===== src/rtl/approx_mul_pkg.sv =====
// -----------------------------------------------------------------------------
// approx_mul_pkg
// Shared definitions for the pipelined approximate multiplier:
//   MODE_EXACT / MODE_APPROX : per-beat mode encoding
//   pp_col_height()          : number of partial-product bits in column c
//   approx_prod()            : reference value of an approximate product
// -----------------------------------------------------------------------------
package approx_mul_pkg;

   localparam logic MODE_EXACT  = 1'b0;
   localparam logic MODE_APPROX = 1'b1;

   // Height of column c in a width x width partial-product matrix.
   function automatic int pp_col_height(input int c, input int width);
      int h;
      if ((c < 32'sd0) || (c > ((32'sd2 * width) - 32'sd2))) begin
         h = 32'sd0;
      end else if (c < width) begin
         h = c + 32'sd1;
      end else begin
         h = (32'sd2 * width) - 32'sd1 - c;
      end
      return h;
   endfunction

   // Approximate product: OR-reduced low columns (no carries between them),
   // OR of column k-1 injected at weight 2^k, exact column sums above.
   function automatic longint unsigned approx_prod(input longint unsigned a,
                                                   input longint unsigned b,
                                                   input int k,
                                                   input int width);
      longint unsigned acc;
      longint unsigned bit_v;
      int n;
      acc = 64'd0;
      for (int c = 0; c <= ((32'sd2 * width) - 32'sd2); c++) begin
         n = 32'sd0;
         for (int i = 0; i < width; i++) begin
            if (((c - i) >= 32'sd0) && ((c - i) < width)) begin
               bit_v = ((a >> (c - i)) & (b >> i)) & 64'd1;
               n     = n + int'(bit_v);
            end else begin
               n = n;
            end
         end
         if (c < k) begin
            if (n > 32'sd0) begin
               acc = acc | (64'd1 << c);
               if (c == (k - 32'sd1)) begin
                  acc = acc + (64'd1 << k);
               end else begin
                  acc = acc;
               end
            end else begin
               acc = acc;
            end
         end else begin
            acc = acc + (longint'(n) << c);
         end
      end
      return acc;
   endfunction

endpackage


===== src/rtl/approx_mul_pipe_if.sv =====
// -----------------------------------------------------------------------------
// approx_mul_pipe_if
// Operand and product valid/ready channels of approx_mul_pipe.
//   in_valid/in_ready/in_a/in_b/in_mode       : operand beat
//   out_valid/out_ready/out_prod/out_mode     : product beat
// master = the side that produces operands and consumes products,
// slave  = the multiplier.
// -----------------------------------------------------------------------------
interface approx_mul_pipe_if #(
   parameter int WIDTH = 8
) ();
   logic                 in_valid;
   logic                 in_ready;
   logic [WIDTH-1:0]     in_a;
   logic [WIDTH-1:0]     in_b;
   logic                 in_mode;
   logic                 out_valid;
   logic                 out_ready;
   logic [2*WIDTH-1:0]   out_prod;
   logic                 out_mode;

   modport master (
      output in_valid, in_a, in_b, in_mode, out_ready,
      input  in_ready, out_valid, out_prod, out_mode
   );

   modport slave (
      input  in_valid, in_a, in_b, in_mode, out_ready,
      output in_ready, out_valid, out_prod, out_mode
   );
endinterface


===== src/rtl/approx_ppm_reduce.sv =====
// -----------------------------------------------------------------------------
// approx_ppm_reduce
// Combinational partial-product matrix and reduction.
//   a, b       : unsigned operands
//   exact_prod : a*b
//   high       : sum over columns c >= K of popcount(column c) * 2^c
//   carry_k    : OR of column K-1 (to be added at weight 2^K)
//   low        : per-column OR of columns 0..K-1, no carries between them
// -----------------------------------------------------------------------------
module approx_ppm_reduce
   import approx_mul_pkg::*;
#(
   parameter int WIDTH = 8,
   parameter int K     = 7
) (
   input  logic [WIDTH-1:0]   a,
   input  logic [WIDTH-1:0]   b,
   output logic [2*WIDTH-1:0] exact_prod,
   output logic [2*WIDTH-1:0] high,
   output logic               carry_k,
   output logic [K-1:0]       low
);
   localparam int PW   = 2 * WIDTH;
   localparam int NCOL = 2 * WIDTH - 1;

   // col_bits_s[c][i] = a[c-i] & b[i]; positions outside the matrix are 0
   logic [NCOL-1:0][WIDTH-1:0] col_bits_s;

   for (genvar c = 0; c < NCOL; c++) begin : g_col
      for (genvar i = 0; i < WIDTH; i++) begin : g_row
         if (((c - i) >= 0) && ((c - i) < WIDTH)) begin : g_pp
            assign col_bits_s[c][i] = a[c-i] & b[i];
         end else begin : g_pad
            assign col_bits_s[c][i] = 1'b0;
         end
      end
   end

   assign exact_prod = PW'(a) * PW'(b);
   assign carry_k    = |col_bits_s[K-1];

   // Column reduction: OR for the low columns, weighted popcount above
   always_comb begin
      high = '0;
      low  = '0;
      for (int c = 0; c < K; c++) begin
         low[c] = |col_bits_s[c];
      end
      for (int c = K; c < NCOL; c++) begin
         high = high + (PW'($countones(col_bits_s[c])) << c);
      end
   end
endmodule


===== src/rtl/approx_mul_pipe.sv =====
// -----------------------------------------------------------------------------
// approx_mul_pipe
// Three-stage pipelined exact/approximate unsigned multiplier.
//   CLK, RST_N  : clock, asynchronous active-low reset
//   bus (slave) : operand and product valid/ready channels
//   cnt_clr     : synchronous clear of approx_cnt (wins over an increment)
//   approx_cnt  : saturating count of delivered approximate products
// S1 holds operands, S2 the reduced value (plus the low OR vector in
// approximate mode), S3 the final product. in_ready is combinational from
// out_ready through the stage-enable chain.
// -----------------------------------------------------------------------------
module approx_mul_pipe
   import approx_mul_pkg::*;
#(
   parameter int WIDTH       = 8,
   parameter int APPROX_COLS = 7,
   parameter int CNT_W       = 16
) (
   input  logic             CLK,
   input  logic             RST_N,
   approx_mul_pipe_if.slave bus,
   input  logic             cnt_clr,
   output logic [CNT_W-1:0] approx_cnt
);
   localparam int PW = 2 * WIDTH;
   localparam int K  = APPROX_COLS;

   // Stage registers
   logic             v1_q, v1_d, v2_q, v2_d, v3_q, v3_d;
   logic [WIDTH-1:0] a1_q, a1_d, b1_q, b1_d;
   logic             m1_q, m1_d, m2_q, m2_d, m3_q, m3_d;
   logic [PW-1:0]    red2_q, red2_d;
   logic [K-1:0]     low2_q, low2_d;
   logic [PW-1:0]    prod3_q, prod3_d;
   logic [CNT_W-1:0] cnt_q, cnt_d;

   // Combinational
   logic             en1_s, en2_s, en3_s;
   logic             ld1_s, ld2_s, ld3_s, inc_s;
   logic [PW-1:0]    exact_s, high_s, red_appx_s;
   logic             carry_s;
   logic [K-1:0]     low_s;

   approx_ppm_reduce #(
      .WIDTH (WIDTH),
      .K     (K)
   ) u_reduce (
      .a          (a1_q),
      .b          (b1_q),
      .exact_prod (exact_s),
      .high       (high_s),
      .carry_k    (carry_s),
      .low        (low_s)
   );

   assign bus.in_ready  = en1_s;
   assign bus.out_valid = v3_q;
   assign bus.out_prod  = prod3_q;
   assign bus.out_mode  = m3_q;
   assign approx_cnt    = cnt_q;

   // Stage enables, next-state for all stages and the counter
   always_comb begin
      // a stage may take new data when empty or when its content moves on
      en3_s = ~v3_q | bus.out_ready;
      en2_s = ~v2_q | en3_s;
      en1_s = ~v1_q | en2_s;

      // data registers load only when a valid beat enters them
      ld1_s = en1_s & bus.in_valid;
      ld2_s = en2_s & v1_q;
      ld3_s = en3_s & v2_q;

      v1_d = en1_s ? bus.in_valid : v1_q;
      a1_d = ld1_s ? bus.in_a     : a1_q;
      b1_d = ld1_s ? bus.in_b     : b1_q;
      m1_d = ld1_s ? bus.in_mode  : m1_q;

      red_appx_s = high_s + (PW'(carry_s) << K);
      v2_d   = en2_s ? v1_q : v2_q;
      m2_d   = ld2_s ? m1_q : m2_q;
      red2_d = ld2_s ? ((m1_q == MODE_EXACT) ? exact_s : red_appx_s) : red2_q;
      low2_d = ld2_s ? ((m1_q == MODE_EXACT) ? {K{1'b0}} : low_s) : low2_q;

      v3_d    = en3_s ? v2_q : v3_q;
      m3_d    = ld3_s ? m2_q : m3_q;
      prod3_d = ld3_s ? (red2_q + PW'(low2_q)) : prod3_q;

      inc_s = v3_q & bus.out_ready & (m3_q == MODE_APPROX);
      if (cnt_clr) begin
         cnt_d = '0;
      end else if (inc_s && (cnt_q != {CNT_W{1'b1}})) begin
         cnt_d = cnt_q + CNT_W'(1'b1);
      end else begin
         cnt_d = cnt_q;
      end
   end

   // Pipeline and counter state; reset discards every in-flight beat
   always_ff @(posedge CLK or negedge RST_N) begin
      if (!RST_N) begin
         v1_q    <= 1'b0;
         v2_q    <= 1'b0;
         v3_q    <= 1'b0;
         a1_q    <= '0;
         b1_q    <= '0;
         m1_q    <= MODE_EXACT;
         m2_q    <= MODE_EXACT;
         m3_q    <= MODE_EXACT;
         red2_q  <= '0;
         low2_q  <= '0;
         prod3_q <= '0;
         cnt_q   <= '0;
      end else begin
         v1_q    <= v1_d;
         v2_q    <= v2_d;
         v3_q    <= v3_d;
         a1_q    <= a1_d;
         b1_q    <= b1_d;
         m1_q    <= m1_d;
         m2_q    <= m2_d;
         m3_q    <= m3_d;
         red2_q  <= red2_d;
         low2_q  <= low2_d;
         prod3_q <= prod3_d;
         cnt_q   <= cnt_d;
      end
   end
endmodule


===== src/flat_wrapper.sv =====
// flat-port wrapper written by rule: the top's interface ports become plain ports
module approx_mul_pipe_flat import approx_mul_pkg::*;
#(
   parameter int WIDTH       = 8,
   parameter int APPROX_COLS = 7,
   parameter int CNT_W       = 16
)
  (CLK, RST_N, cnt_clr, approx_cnt, bus_in_valid, bus_in_a, bus_in_b, bus_in_mode, bus_out_ready, bus_in_ready, bus_out_valid, bus_out_prod, bus_out_mode);
  approx_mul_pipe_if #(.WIDTH(WIDTH)) bus_i ();
  input  logic CLK;
  input  logic RST_N;
  input  logic cnt_clr;
  output logic [CNT_W-1:0] approx_cnt;
  input wire logic [$bits(bus_i.in_valid)-1:0] bus_in_valid;
  input wire logic [$bits(bus_i.in_a)-1:0] bus_in_a;
  input wire logic [$bits(bus_i.in_b)-1:0] bus_in_b;
  input wire logic [$bits(bus_i.in_mode)-1:0] bus_in_mode;
  input wire logic [$bits(bus_i.out_ready)-1:0] bus_out_ready;
  output wire logic [$bits(bus_i.in_ready)-1:0] bus_in_ready;
  output wire logic [$bits(bus_i.out_valid)-1:0] bus_out_valid;
  output wire logic [$bits(bus_i.out_prod)-1:0] bus_out_prod;
  output wire logic [$bits(bus_i.out_mode)-1:0] bus_out_mode;
  assign bus_i.in_valid = bus_in_valid;
  assign bus_i.in_a = bus_in_a;
  assign bus_i.in_b = bus_in_b;
  assign bus_i.in_mode = bus_in_mode;
  assign bus_i.out_ready = bus_out_ready;
  assign bus_in_ready = bus_i.in_ready;
  assign bus_out_valid = bus_i.out_valid;
  assign bus_out_prod = bus_i.out_prod;
  assign bus_out_mode = bus_i.out_mode;
  approx_mul_pipe #(.WIDTH(WIDTH), .APPROX_COLS(APPROX_COLS), .CNT_W(CNT_W)) u_core (.CLK(CLK), .RST_N(RST_N), .bus(bus_i), .cnt_clr(cnt_clr), .approx_cnt(approx_cnt));
endmodule

===== config.mk =====
export PLATFORM = sky130hd
export DESIGN_NAME = approx_mul_pipe_flat
export DESIGN_NICKNAME = d
export VERILOG_FILES = /design/src/rtl/approx_mul_pkg.sv /design/src/rtl/approx_mul_pipe_if.sv /design/src/rtl/approx_ppm_reduce.sv /design/src/rtl/approx_mul_pipe.sv /design/src/flat_wrapper.sv
export SDC_FILE = /design/constraint.sdc
export NUM_CORES = 1
export LEC_CHECK = 0
export CORE_MARGIN = 5
export CORE_UTILIZATION = 40
export CTS_CLUSTER_SIZE = 14
export DETAILED_ROUTE_END_ITERATION = 8
export GPL_ROUTABILITY_DRIVEN = 0
export SYNTH_ARGS = -nofsm -noshare
export SYNTH_HDL_FRONTEND = slang
export SYNTH_SLANG_ARGS = --single-unit
export TNS_END_PERCENT = 10

===== constraint.sdc =====
create_clock -name CLK -period 10.65 [get_ports CLK]
set_input_delay 2.13 -clock CLK [delete_from_list [all_inputs] [get_ports CLK]]
set_output_delay 2.13 -clock CLK [all_outputs]
set_load 0.02 [all_outputs]

==> reports/qor.csv, run 1 <==
stage,metric,value,unit
setup_path,r2r_cells,21,
setup_path,crit_chain,clkdlybuf4s50_1 > nand4b_1 > clkdlybuf4s50_1,
synth,synth_cells,727,
synth,yosys.area_share.simple,15.6,%
floorplan,die_h,141,µm
synth,synth_area_per_cell,9.51,µm²
global_route,grt_max_degree,78,
route,drtPass1Iterations,4,
sta,setup_violations,0,
global_route,grt_pass1_wl,26000,µm
route,ant_nets,0,
clock_network,cts_buffer_depth,2,
global_route,gr-usage-all-layers,15.9,%
setup_path,worst_setup_path_end_kind,output pin,
setup_path,worstPathMaxFanout,4,
power,p_per_area,299,nW/µm²
setup_path,r2r_slack,5.19,ns
synth,synth_top_area_cell,dfrtp_1,
synth,syn_nets,876,
synth,async_reset_ff_share,100,%
clock_network,cts_hold_buf,0,
placed_design,portBuffers,56,
cells_and_area,drive_above_1_share,6.70,%
sta,slew_violations,0,
setup_path,cpPeakStageDelay,0.64,ns
clock_network,cts_tree,yes,
synth,ys_types,57,
setup_path,cp_slowest_cell,clkdlybuf4s50_1,
route,drcViolationCount,0,
setup_path,r2r-start,u_core.b1_q[3],
sta,finalSetupTns,0,ns
sta,fin_skew,0.0111,ns
setup_path,worst_ep_arrival_time,3.44,ns
clock_network,cts_max_level,3,
synth,yosys_register_bits,77,
outcome,status,"complete, no violations",
clock_network,ctsResizeCount,0,
sta,min_period_over_period,52.3,%
cells_and_area,final_util,46.6,%
setup_path,rr_endpoint,u_core.red2_q[13],
global_route,antenna_found_initial,0,
floorplan,rows,48,
cells_and_area,n_antenna_cell,0,
synth,ys_top_cells_by_area,"dfrtp_1 (28%), fa_1 (17%), ha_1 (12%)",
min_path,hold_path_end,u_core.bus.out_prod[11],
synth,yosys_warnings,0,
sta,hold_viol,0,
clock_network,post_cts_buffers,0,
route,vias,5111,
min_path,hold_depth,2,
setup_path,startpoint_type,input port,
cells_and_area,stdcell_count,1001,
synth,synth.most_common_cell,inv_1,
flow_run,max-cap-violations,0,
global_route,grt_overflow,0,
synth,synth_ff_type,dfrtp_1,
clock_network,root_buffer,clkbuf_16,
setup_path,timing.critical_path.buf_inv,2,
sta,rsz0062_at_grt,no,
cells_and_area,nets,920,
synth,synth_top_area_share,27.9,%
floorplan,initial_utilization,40.4,%
power,leakage,3.86,nW
sta,final.min_clock_period,5.57,ns
route,viasPerCell,5.11,
route,drt_iter0_markers,193,
clock_network,clk_latency,0.34,ns
setup_path,critPathTopFamily,buffers and inverters,
floorplan,core,17100,µm²
clock_network,path_clk_slew,0.06,ns
synth,synth.area.mux_share,3.69,%
synth,synth_area,6910,µm²
setup_path,crit_top_cell,clkdlybuf4s50_1,
synth,synth_top_family_by_area,adder cells,
synth,synth_edf_count,0,
clock_network,numCtsBuffers,9,
global_route,grt_pass1_vias,5264,
min_path,hp-start,u_core.bus.out_prod[11],
synth,synth_seq_area_share,27.9,%
floorplan,dieArea,20000,µm²
synth,synth_fa_ha_area_share,29.4,%
sta,tightest_slew,0.973,ns
floorplan,pin_count,57,
min_path,hp-class,reg -> reg,
synth,synthTopCellsByCount,"inv_1 (104), nand2_1 (92), dfrtp_1 (77)",
sta,slew_headroom,35.1,%
route,wl_per_cell,15.3,µm
placed_design,dpl.cell_count,985,
synth,synthXorXnorAreaFrac,3.55,%
route,wirelength,15300,µm
setup_path,worstSetupPathType,in -> out,
synth,synth-compound-area-share,12.6,%
power,irDropWorstVdd,0.140,mV
setup_path,worstPathRequired,8.52,ns
clock_network,cts.sinks,77,
cells_and_area,synthToLayoutAreaGrowth,15.5,%
placed_design,dpl.hpwl,12200,µm
sta,fmax,180,MHz
floorplan,die_w,141,µm
## routing by layer
| metal | share of wire (%) | global-route usage, % | vias up |
|---|---|---|---|
| met2 | 46 | 25.3 | 111 |
| met3 | 4.8 | 3.20 | 14 |
| met5 | 0 | 0 | - |
| li1 | - | - | 2531 |
| met4 | 0.98 | 4.09 | 0 |
| met1 | 48 | 22.4 | 2455 |
## cell usage in the layout (no fill, tap or decap), types with 3 or more instances in the layout
cell type,count
clkdlybuf4s50_1,55
o211ai_1,8
nor2b_1,3
and3_2,4
fa_1,59
o2111ai_1,3
and2_1,30
clkbuf_16,9
a21oi_1,23
dfrtp_1,77
nand4b_1,3
a2111oi_0,3
a211oi_1,11
xor2_1,21
and3_1,3
o31ai_1,12
mux2i_1,3
nand3_1,13
nand4_1,6
o21a_1,4
or4_1,4
ha_1,68
nand2_1,92
o21bai_1,5
nor3_1,8
o21ai_0,37
a21o_1,12
mux2_2,20
nand2b_1,11
inv_1,104
nor2_1,21
xnor2_1,7
## registers in the layout, summed over array words and instances (netlist names)
name and count:
u_core.low2_q 7, u_core.m2_q 1, u_core.v1_q 1, u_core.m1_q 1, u_core.bus.out_prod 16, u_core.b1_q 8
u_core.bus.out_mode 1, u_core.bus.out_valid 1, u_core.red2_q 16, u_core.approx_cnt 16, u_core.a1_q 8, u_core.v2_q 1
## power by group
group,internal (mW),switching [mW]
combinational,0.691,0.915
sequential,0.367,0.0765
clock,0.214,0.126
## cells by family (layout without fill, tap and decap cells)
kind of cell | after synthesis | after routing
XOR/XNOR | 28 | 28
buffers and inverters | 128 | 177
multiplexers | 23 | 23
flip-flops | 77 | 77
adder cells (fa/ha/maj) | 127 | 127
AO/OA/AOI/OAI | 131 | 131
AND/OR/NAND/NOR | 213 | 213
## worst min-delay path, cell delays in order, from the launching register on
cell and delay (ns):
dfrtp_1 0.34, nand2_1 0.04, o21ai_0 0.06
## through the flow
stage / hold WS [ns] / area (µm²) / worst slack [ns] / total power [mW]
5_1_grt: 0.495 / 7980 / 4.83 / 2.66
6_report: 0.477 / 7980 / 5.08 / 2.39
3_3_place_gp: 0.462 / 7650 / 5.12 / 2.02
2_1_floorplan: 0.443 / 6910 / 5.42 / 1.62
4_1_cts: 0.485 / 7980 / 5.07 / 2.41
3_5_place_dp: 0.471 / 7650 / 5.08 / 2.05
## area by class of cell
cell class	instances	area [µm²]
repair buffers	57	566
flip-flops and latches	77	1930
well taps	225	282
multi-input cells	522	4490
inverters	104	390
clock inverters	6	93.8
clock buffers	10	239
fillers	1668	9130
## worst max path at each step
stage,start,end,slack (ns),cells past startpoint
2_1_floorplan,u_core.b1_q[1],u_core.red2_q[15],5.42,21
3_3_place_gp,bus_out_ready,bus_in_ready,5.12,3
3_5_place_dp,bus_out_ready,bus_in_ready,5.08,3
4_1_cts,bus_out_ready,bus_in_ready,5.07,3
5_1_grt,u_core.b1_q[3],u_core.red2_q[13],4.83,21
6_report,bus_out_ready,bus_in_ready,5.08,3
(Power assumes the default switching activity.)
==> run 2, diff against run 1 <==
- clock period: 10.65 -> 5 ns (I/O delays scaled with it)
==> reports/qor.csv, run 2 (synthesis results as in run 1) <==
stage,metric,value,unit,change
floorplan,pin_count,57,,unchanged
sta,final.min_clock_period,4.99,ns,
clock_network,path_clk_slew,0.07,ns,about the same
cells_and_area,final_cell_mix,"inv_1 (102), nand2_1 (91), dfrtp_1 (77)",,
placed_design,portBuffers,56,,unchanged
clock_network,cts_hold_buf,0,,unchanged
clock_network,cts_buffer_depth,2,,unchanged
power,swShare,46.7,%,-0.11 points
sta,holdWs,0.477,ns,+0.000287 ns
sta,setup_violations,0,,unchanged
cells_and_area,design_area,8180,µm²,+2.5%
route,drtPass1Iterations,4,,unchanged
floorplan,initial_utilization,40.4,%,unchanged
setup_path,worstSetupPathType,reg -> reg,,
floorplan,die_w,141,µm,unchanged
sta,fin_ws,0.0135,ns,-5.07 ns
power,pwr-share-comb,70.5,%,+3.3 points
power,finalPower,5.36,mW,+120%
flow_run,max-cap-violations,0,,unchanged
power,p_per_area,654,nW/µm²,+120%
setup_path,worst_ep_arrival_time,5.20,ns,+1.76 ns
sta,finalSetupTns,0,ns,unchanged
cells_and_area,nets,941,,+2.3%
placed_design,dpl_cell_area,7850,µm²,+2.6%
sta,rsz0062_at_grt,yes,,
route,viasPerCell,5.05,,-1.0%
floorplan,dieArea,20000,µm²,unchanged
sta,tightest_slew,1.06,ns,+0.0858 ns
sta,fin_skew,0.00763,ns,-0.00346 ns
clock_network,numCtsBuffers,9,,unchanged
route,wirelength,15700,µm,+2.4%
global_route,gr-usage-all-layers,16.7,%,+0.76 points
sta,min_period_over_period,99.7,%,
setup_path,crit_chain,and2_4 > fa_1 > inv_1 > fa_1 > fa_1 > inv_1 > ha_2 > inv_1 > fa_2 > xor2_1 > fa_2 > inv_2 > ha_4 > ha_4 > fa_2 > a211oi_2 > o21bai_1 > a21oi_1 > xnor2_1 > o221ai_1,,
global_route,grt_pass1_vias,5468,,+3.9%
route,ant_nets,0,,unchanged
outcome,status,"complete, no violations",,
route,vias,5165,,+1.1%
setup_path,r2r_cells,20,,-4.8%
global_route,grt_max_degree,78,,unchanged
cells_and_area,n_antenna_cell,0,,unchanged
clock_network,cts.sinks,77,,unchanged
floorplan,die_h,141,µm,unchanged
clock_network,cts_tree,yes,,
sta,fmax,201,MHz,
power,p_sw,2.50,mW,+120%
setup_path,worst_setup_path_end_kind,flop,,
power,power_frac_seq,17.0,%,-1.6 points
route,wl_per_cell,15.3,µm,+0.28%
sta,hold_viol,0,,unchanged
power,leakage,3.95,nW,+2.3%
setup_path,cp_slowest_cell,fa_2,,
sta,slew_headroom,29.2,%,-5.9 points
clock_network,root_buffer,clkbuf_16,,
power,internal_power,2.86,mW,+120%
route,drcViolationCount,0,,unchanged
setup_path,worstPathMaxFanout,2,,-2
power,p_clk_share,12.5,%,-1.7 points
sta,slew_violations,0,,unchanged
setup_path,cpPeakStageDelay,0.53,ns,-0.11 ns
setup_path,startpoint_type,flop,,
clock_network,cts_max_level,3,,unchanged
setup_path,worstPathRequired,5.22,ns,-3.30 ns
floorplan,rows,48,,unchanged
placed_design,dpl.hpwl,12700,µm,+4.6%
global_route,grt_overflow,0,,unchanged
global_route,antenna_found_initial,0,,unchanged
clock_network,clk_latency,0.35,ns,about the same
cells_and_area,synthToLayoutAreaGrowth,18.4,%,
min_path,hp-class,reg -> reg,,
min_path,hold_depth,2,,unchanged
global_route,grt_pass1_wl,27100,µm,+4.2%
route,drt_iter0_markers,215,,+11%
cells_and_area,layout_commonest_cell,inv_1,,
floorplan,core,17100,µm²,unchanged
cells_and_area,drive_above_1_share,11.0,%,+4.3 points
power,irDropWorstVdd,0.359,mV,+160%
placed_design,pre_cts_ws,-0.172,ns,-5.25 ns
[run 2: worst paths after layout]
| kind | slack [ns] | start | to |
|---|---|---|---|
| max reg2reg | 0.01 | u_core.b1_q[1] | u_core.red2_q[15] |
| min reg2reg | 0.48 | u_core.bus.out_prod[5] | u_core.bus.out_prod[5] |
| min in group asynchronous | 0.81 | RST_N | u_core.bus.out_prod[11] |
| max in group asynchronous | 3.55 | RST_N | u_core.v2_q |
| max | 0.01 | u_core.b1_q[1] | u_core.red2_q[15] |
| min | 0.48 | u_core.bus.out_prod[5] | u_core.bus.out_prod[5] |
[run 2: power by group through the flow]
| stage | Combinational, mW | Sequential, mW | Clock [mW] |
|---|---|---|---|
| after floorplan | 2.62 | 0.965 | 0 |
| after global placement | 3.61 | 0.915 | 0 |
| after detailed placement | 3.66 | 0.924 | 0 |
| after CTS | 3.77 | 0.913 | 0.694 |
| after global routing | 4.29 | 0.936 | 0.724 |
| final | 3.78 | 0.912 | 0.668 |
[run 2: area by class of cell]
cell class | count | area [µm²]
fillers | 1639 | 8930
multi-input cells | 522 | 4560
flip-flops and latches | 77 | 1930
repair buffers | 78 | 723
inverters | 104 | 390
well taps | 225 | 282
clock buffers | 11 | 243
clock inverters | 5 | 60.1
[run 2: metrics by stage]
step / utilization, % / std cells
2_1_floorplan: - / 727
3_3_place_gp: 45.9 / 1005
3_5_place_dp: 45.9 / 1005
4_1_cts: 47.8 / 1022
5_1_grt: 47.8 / 1022
6_report: 47.8 / 1022
[run 2: layer usage]
layer  part of all wire, %  GRT usage, %
met5                     0             0
met4                  0.99          4.49
met3                   4.8          3.81
met2                    47          27.6
met1                    47          22.2
[run 2: repair_timing]
| action | in CTS | in global routing |
|---|---|---|
| setup buffers | 1 | 0 |
| pin swaps | 10 | 2 |
| resized for setup | 5 | 4 |
| endpoints found under the setup margin | 4 | 5 |
[run 2: worst max-delay path, delay by kind of cell, from the launching register on]
kind	cells	cell delay [ns]
flip-flops	1	0.38
AO/OA/AOI/OAI	4	0.62
AND/OR/NAND/NOR	1	0.17
XOR/XNOR	2	0.30
adder cells (fa/ha/maj)	9	3.17
buffers and inverters	4	0.21
